File: src/rtl/uart_input_word_buffer_if.sv
// Byte-in / word-out bundle between the UART receiver, the word buffer and the writeback stage.
// Master drives received bytes and consume; slave returns the packed head word and status.
interface uart_input_word_buffer_if #(
    parameter int DEPTH_LOG2 = 3
);
    // rx_valid is a single-cycle strobe with no back-pressure: a byte is taken on
    // every cycle it is high. consume pops one head word per cycle while high, and
    // is ignored when input_ready is low. input_data is valid while input_ready is high.
    logic                  rx_valid;
    logic [7:0]            rx_data;
    logic                  consume;
    logic                  overflow_clear;
    logic                  input_ready;
    logic [31:0]           input_data;
    logic [DEPTH_LOG2:0]   word_count;
    logic [1:0]            partial_bytes;
    logic                  overflow;

    modport master (
        output rx_valid, rx_data, consume, overflow_clear,
        input  input_ready, input_data, word_count, partial_bytes, overflow
    );

    modport slave (
        input  rx_valid, rx_data, consume, overflow_clear,
        output input_ready, input_data, word_count, partial_bytes, overflow
    );
endinterface

File: src/rtl/uart_input_word_buffer.sv
// Packs UART bytes big-endian into 32-bit words and queues them in a FWFT FIFO.
// Define UART_INPUT_BYTE_MODE_EN to push every byte as its own zero-extended word.
module uart_input_word_buffer #(
    parameter int DEPTH_LOG2 = 3
) (
    input logic                    clk,
    input logic                    reset,
    uart_input_word_buffer_if.slave bus
);
    localparam int DEPTH = 1 << DEPTH_LOG2;
    localparam logic [DEPTH_LOG2:0] FULL_COUNT = (DEPTH_LOG2 + 1)'(DEPTH);

    // State encoding doubles as the partial_bytes debug output.
    typedef enum logic [1:0] {
        BYTE0 = 2'd0,
        BYTE1 = 2'd1,
        BYTE2 = 2'd2,
        BYTE3 = 2'd3
    } asm_state_t;

    asm_state_t            state_q, state_d;
    logic [31:0]           asm_q, asm_d;
    logic [31:0]           word_in;
    logic                  word_done;

    logic [31:0]           mem [DEPTH];
    logic [DEPTH_LOG2-1:0] head_q, tail_q;
    logic [DEPTH_LOG2:0]   count_q;
    logic                  overflow_q;

    logic                  empty, full, pop, push, drop;

    always_comb begin
        state_d   = state_q;
        asm_d     = asm_q;
        word_done = 1'b0;
        word_in   = '0;
`ifdef UART_INPUT_BYTE_MODE_EN
        state_d   = BYTE0;
        asm_d     = '0;
        word_done = bus.rx_valid;
        word_in   = {24'b0, bus.rx_data};
`else
        if (bus.rx_valid) begin
            unique case (state_q)
                BYTE0: begin
                    asm_d[31:24] = bus.rx_data;
                    state_d      = BYTE1;
                end
                BYTE1: begin
                    asm_d[23:16] = bus.rx_data;
                    state_d      = BYTE2;
                end
                BYTE2: begin
                    asm_d[15:8] = bus.rx_data;
                    state_d     = BYTE3;
                end
                BYTE3: begin
                    word_done = 1'b1;
                    word_in   = {asm_q[31:8], bus.rx_data};
                    asm_d     = '0;
                    state_d   = BYTE0;
                end
                default: state_d = BYTE0;
            endcase
        end
`endif
    end

    assign empty = (count_q == '0);
    assign full  = (count_q == FULL_COUNT);
    assign pop   = bus.consume && !empty;
    // A pop in the same cycle frees the slot, so a full FIFO can still accept.
    assign push  = word_done && (!full || pop);
    assign drop  = word_done && full && !pop;

    always_ff @(posedge clk) begin
        if (reset) begin
            state_q    <= BYTE0;
            asm_q      <= '0;
            head_q     <= '0;
            tail_q     <= '0;
            count_q    <= '0;
            overflow_q <= 1'b0;
        end else begin
            state_q <= state_d;
            asm_q   <= asm_d;
            if (push) tail_q <= tail_q + 1'b1;
            if (pop)  head_q <= head_q + 1'b1;
            unique case ({push, pop})
                2'b10:   count_q <= count_q + 1'b1;
                2'b01:   count_q <= count_q - 1'b1;
                default: count_q <= count_q;
            endcase
            if (drop)
                overflow_q <= 1'b1;
            else if (bus.overflow_clear)
                overflow_q <= 1'b0;
        end
    end

    // Storage needs no reset: reads are masked to zero whenever the FIFO is empty.
    always_ff @(posedge clk) begin
        if (!reset && push) mem[tail_q] <= word_in;
    end

    assign bus.input_ready = !empty;
    assign bus.input_data  = empty ? 32'h0 : mem[head_q];
    assign bus.word_count  = count_q;
    assign bus.overflow    = overflow_q;
`ifdef UART_INPUT_BYTE_MODE_EN
    assign bus.partial_bytes = 2'b00;
`else
    assign bus.partial_bytes = state_q;
`endif
endmodule
File: src/flat_wrapper.sv
// flat-port wrapper written by rule: the top's interface ports become plain ports
module uart_input_word_buffer_flat 
#(
    parameter int DEPTH_LOG2 = 3
)
  (clk, reset, bus_rx_valid, bus_rx_data, bus_consume, bus_overflow_clear, bus_input_ready, bus_input_data, bus_word_count, bus_partial_bytes, bus_overflow);
  uart_input_word_buffer_if #(.DEPTH_LOG2(DEPTH_LOG2)) bus_i ();
  input logic clk;
  input logic reset;
  input wire logic [$bits(bus_i.rx_valid)-1:0] bus_rx_valid;
  input wire logic [$bits(bus_i.rx_data)-1:0] bus_rx_data;
  input wire logic [$bits(bus_i.consume)-1:0] bus_consume;
  input wire logic [$bits(bus_i.overflow_clear)-1:0] bus_overflow_clear;
  output wire logic [$bits(bus_i.input_ready)-1:0] bus_input_ready;
  output wire logic [$bits(bus_i.input_data)-1:0] bus_input_data;
  output wire logic [$bits(bus_i.word_count)-1:0] bus_word_count;
  output wire logic [$bits(bus_i.partial_bytes)-1:0] bus_partial_bytes;
  output wire logic [$bits(bus_i.overflow)-1:0] bus_overflow;
  assign bus_i.rx_valid = bus_rx_valid;
  assign bus_i.rx_data = bus_rx_data;
  assign bus_i.consume = bus_consume;
  assign bus_i.overflow_clear = bus_overflow_clear;
  assign bus_input_ready = bus_i.input_ready;
  assign bus_input_data = bus_i.input_data;
  assign bus_word_count = bus_i.word_count;
  assign bus_partial_bytes = bus_i.partial_bytes;
  assign bus_overflow = bus_i.overflow;
  uart_input_word_buffer #(.DEPTH_LOG2(DEPTH_LOG2)) u_core (.clk(clk), .reset(reset), .bus(bus_i));
endmodule
File: config.mk
export PLATFORM = sky130hd
export DESIGN_NAME = uart_input_word_buffer_flat
export DESIGN_NICKNAME = d
export VERILOG_FILES = /design/src/rtl/uart_input_word_buffer_if.sv /design/src/rtl/uart_input_word_buffer.sv /design/src/flat_wrapper.sv
export SDC_FILE = /design/constraint.sdc
export NUM_CORES = 1
export LEC_CHECK = 0
export CORE_UTILIZATION = 60
export CTS_BUF_LIST = sky130_fd_sc_hd__clkbuf_8 sky130_fd_sc_hd__clkbuf_16
export CTS_CLUSTER_DIAMETER = 60
export DETAILED_ROUTE_END_ITERATION = 8
export PLACE_DENSITY = 0.79
export SETUP_SLACK_MARGIN = 0.3
export SYNTH_ARGS = -nofsm -noshare
export SYNTH_HDL_FRONTEND = slang
export SYNTH_SLANG_ARGS = --single-unit
File: constraint.sdc
create_clock -name clk -period 6.7 [get_ports clk]
set_input_delay 1.34 -clock clk [delete_from_list [all_inputs] [get_ports clk]]
set_output_delay 1.34 -clock clk [all_outputs]
set_load 0.01 [all_outputs]
Word-level counts from Yosys, hierarchy flattened
Memory sizes are Yosys's and may differ from the RTL's. A register that Yosys moved wholly into a read port is not among the register bits.
Index checks and enable logic that the tools add are counted.
{ "classes": {"n_mux": 16, "n_reduce_logical": 20, "n_eq_ne": 6, "add_sub_neg": 4} }
{ "op_table": {"columns": ["cell", "count"], "rows": [
  ["$mux W32", 3],
  ["$pmux W8 S2", 3],
  ["$reduce_bool A2 Y1", 5],
  ["$pmux W2 S4", 1],
  ["$pmux W4 S2", 1],
  ["$add A3 B1 Y3 const B", 2],
  ["$eq A2 B2 Y1 const B", 3],
  ["$mux W1", 6],
  ["$mux W3", 2],
  ["$reduce_and A2 Y1", 3],
  ["$logic_and A1 B1 Y1", 5],
  ["$add A4 B1 Y4 const B", 1],
  ["$eq A2 B1 Y1 const B", 2],
  ["$eq A4 B4 Y1 const B", 1],
  ["$logic_not A1 Y1", 4],
  ["$logic_not A4 Y1", 1],
  ["$sub A4 B1 Y4 const B", 1],
  ["$logic_not A2 Y1", 1],
  ["$logic_or A1 B1 Y1", 1]
]} }
{ "totals": {"ramBits": 256, "regBits": 37, "input_bits": 13, "mem_count": 1, "out_inout_bits": 40, "wordCells": 55} }
{ "memory_table": {"columns": ["name", "words", "width", "rd", "rd_clocked_by_memory_dff", "write_ports", "line_no", "source"], "rows": [
  ["u_core.mem", 8, 32, 1, 1, 1, "uart_input_word_buffer.sv:26", "logic [31:0] mem [DEPTH];"]
]} }

Depth between registers and ports, before layout
{ "depth": {"depth_word": 8, "mapped_depth": 12, "depth_no_buf": 11} }

Least setup slack after synthesis
No wires, ideal clock.
{ "synth_timing": {"kind": "in2reg", "startpoint": "input reset", "endpoint": "memory u_core.mem[0][0] (enable)", "cell_stages": 3, "arrival_ns": 4.808, "required_time_ns": 6.199, "path_slack_ns": 1.391, "cell_sequence": "clkbuf_1 -> clkbuf_1 -> nor4_1"} }
{ "synth_between": {"elab_chain_len": 4} }
{ "synth_lines": {"columns": ["item", "line_no", "source"], "rows": [
  ["start: declaration", "flat_wrapper.sv:9", "input logic reset;"],
  ["$logic_not A1 Y1", "uart_input_word_buffer.sv:104", "if (!reset && push) mem[tail_q] <= word_in;"],
  ["$logic_and A1 B1 Y1", "uart_input_word_buffer.sv:104", null],
  ["$mux W1", "uart_input_word_buffer.sv:104", null],
  ["$mux W1 (not written as such)", "uart_input_word_buffer.sv:104", null],
  ["end: declaration", "uart_input_word_buffer.sv:26", null]
]} }
No other way between the ends.

==> reports/metrics.yaml <==
run_status:
  status: "completed"
placement:
  gp_routability_congestion: 0.751
  dp_hpwl_um: 12200
  dp_slack_ns: 2.51
  place_area_sq_mm: 0.0124
  portBuffers: 52
logic_synthesis:
  async_flop_share_pct: 0
  netlist_top_cells_area: "edfxtp_1, mux4_2, dfxtp_1, mux2i_1, nor2_1"
  synth_area_sq_mm: 0.0116
  ys_ff_latch: 296
  synthMuxAreaShare_pct: 15.6
  synthAdderAreaFrac_pct: 0.968
  yosysSeqAreaShare_pct: 73.0
  synth_top_family_by_area: "multiplexers"
  syn-num-nets: 654
  synth_simple_gate_area_share_pct: 5.95
  synth_xor_area_share_pct: 0.441
  synth-edff-count: 256
  synth_compound_area_share_pct: 2.26
  synth_area_leader_cell: "edfxtp_1"
  ys.flop_type: "edfxtp_1"
  synth_cell_type_count: 41
  synth_warnings: 0
  synth_area_per_cell_sq_um: 18.4
  synth_top_area_share_pct: 66.1
  synthCells: 632
routing:
  wl_per_cell_um: 23.5
  drt-pass1-iter-count: 5
  viasPerCell: 6.22
  via_count: 6014
  drtAntennaViolNets: 0
  drt_iter0_markers: 572
  drt_wl_total_um: 22700
  drc_errors: 0
critical_path:
  required_ns: 5.36
  crit_chain: "buf_4 > mux4_2 > mux2i_1 > nor2_1 > clkdlybuf4s50_1"
  worstPathArrival_ns: 3.31
  crit_slowest_cell: "dfxtp_4"
  crit_family: "buffers and inverters"
  path_class: "flop to primary output"
  cp.buffers_inverters: 2
  crit_path_max_fanout: 41
  crit_path_start_kind: "flop"
  cpPeakStageDelay_ns: 0.91
  end_kind: "primary output"
timing:
  grt_setup_unrepaired: "no"
  maxSlewViolCount: 0
  tns_ns: 0
  fmax_ghz: 0.215
  hold_viol: 0
  finalWorstSetupSlack_ns: 2.05
  period_needed_ns: 4.65
  relSlewSlack_pct: 14.5
  skew_ns: 0.0124
  worstMarginPinSlew_ns: 1.28
  timing.final.crit_share_pct: 69.4
  final-setup-viol-count: 0
cells_and_area:
  layout_commonest_cell: "edfxtp_1"
  antenna_cells: 0
  n_fill_cell: 1127
  final_cell_mix: "edfxtp_1, nor2_1, mux4_2, clkdlybuf4s50_1, dfxtp_1"
  num-nets-final: 707
  syn_to_final_growth_pct: 15.0
  fin_area_sq_mm: 0.0134
  drive_above_1_share_pct: 19.8
die:
  coreArea_sq_mm: 0.0188
  fp.dieH_um: 141
  rows: 50
  start_util_pct: 61.8
  die_w_um: 141
  dieArea_sq_mm: 0.0200
  io_pins: 53
grt:
  grt_usage_pct: 23.8
  antenna_found_initial: 0
  overflow: 0
  grt_pass1_vias: 6259
  grt_start_max_net_pins: 46
  grt_pass1_wl_um: 35300
power:
  ir_drop_mv: 0.226
  internal_power_mw: 2.98
  p_leak_nw: 4.10
  combPwrFrac_pct: 3.6
  seq_power_share_pct: 54.0
  pwr-share-clk_pct: 42.5
  power_density_mw_per_mm2: 277
  power_mw: 3.70
  netSwitchingFraction_pct: 19.6
  p_sw_mw: 0.724
cts:
  post_cts_resized: 0
  cts_setup_buffers: 0
  clkTransAtPathRegs_ns: 0.06
  clk_path_buf_depth: 3
  clock_latency_ns: 0.53
  cts-root-buf: "clkbuf_16"
  ctsHoldBuffers: 0
  cts_sinks: 296
  numCtsBuffers: 28
  cts_tree: "yes"
  cts_htree_levels: 1
job:
  drv_cap: 0
worst_hold_path:
  min_path_type: "flop to flop"
path summary, 6_finish.rpt:
kind | start | endpoint | slack (ns) | depth (start not counted)
setup / recovery | flop | bus_input_data[13] | 2.05 | 5
hold / removal | u_core.asm_q[28] | u_core.asm_q[28] | 0.48 | 2
setup reg to reg | u_core.bus.word_count[0] | u_core.bus.word_count[2] | 3.72 | 11
hold reg to reg | u_core.asm_q[28] | u_core.asm_q[28] | 0.48 | 2
registers in the layout, summed over array words and instances, names as in the netlist, named ones only:
| signal | flops |
|---|---|
| u_core.mem | 256 |
| u_core.asm_q | 24 |
| u_core.bus.word_count | 4 |
| u_core.head_q | 3 |
| u_core.tail_q | 3 |
| u_core.bus.partial_bytes | 2 |
| u_core.bus.overflow | 1 |
layout make-up:
cell class	instances	area, sq um	area share, %
timing repair buffer	62	596	4.45
inverter	6	25.0	0.187
clock inverter	10	51.3	0.383
multi-input combinational	291	2980	22.3
clock buffer	42	905	6.76
sequential	296	8490	63.5
tap	260	325	2.43
stage by stage:
step,instances,hold slack (ns),util [%]
after CTS,967,0.484,71.1
after global placement,915,0.462,66.0
after floorplan,632,0.449,-
after global routing,967,0.511,71.1
after detailed placement,915,0.469,66.0
final,967,0.484,71.1
Yosys cell counts (2+ instances only):
library cell	n
a21oi_1	12
a22oi_1	16
and3_1	32
buf_1	5
buf_2	3
buf_4	6
clkbuf_1	22
dfxtp_1	40
dlygate4sd1_1	2
edfxtp_1	256
ha_1	9
inv_1	4
mux2i_1	36
mux4_2	64
nand2_1	5
nand2b_1	4
nor2_1	76
nor3_1	3
nor3b_1	9
nor4_1	2
o21ai_0	2
o21ai_1	2
xor2_1	4
routing by layer:
layer  vias up  share of wire (%)  wire [um]  GRT usage (%)
met3        56                6.8       1550           3.64
met5         -                  0          0              0
met1      3115                 41       9360           32.5
met2       241                 49      11200           39.9
li1       2602                  -          -              -
met4         0                2.8        635           8.18
cells by family after synthesis:
| logic type | count (synthesis) |
|---|---|
| adders and majority gates | 9 |
| and+or+nand+nor | 138 |
| DFF | 296 |
| buffers and inverters | 45 |
| xor gates and xnor gates | 5 |
| AOI/OAI and AO/OA | 38 |
| muxes | 101 |
power by group through the flow:
stage	logic [mW]	registers, mW	clock network [mW]
2_1_floorplan	0.0874	2.03	0
4_1_cts	0.132	2.00	1.59
5_1_grt	0.142	2.00	1.66
3_5_place_dp	0.131	2.04	0
3_3_place_gp	0.128	2.04	0
6_report	0.132	2.00	1.57
tightest hold or removal path, delay by kind of cell (launching register included):
kind             cells  cell delay [ns]
flip-flops           1             0.32
AO/OA/AOI/OAI        1             0.06
AND/OR/NAND/NOR      1             0.07
No activity file was read; power rests on OpenSTA's default activity.
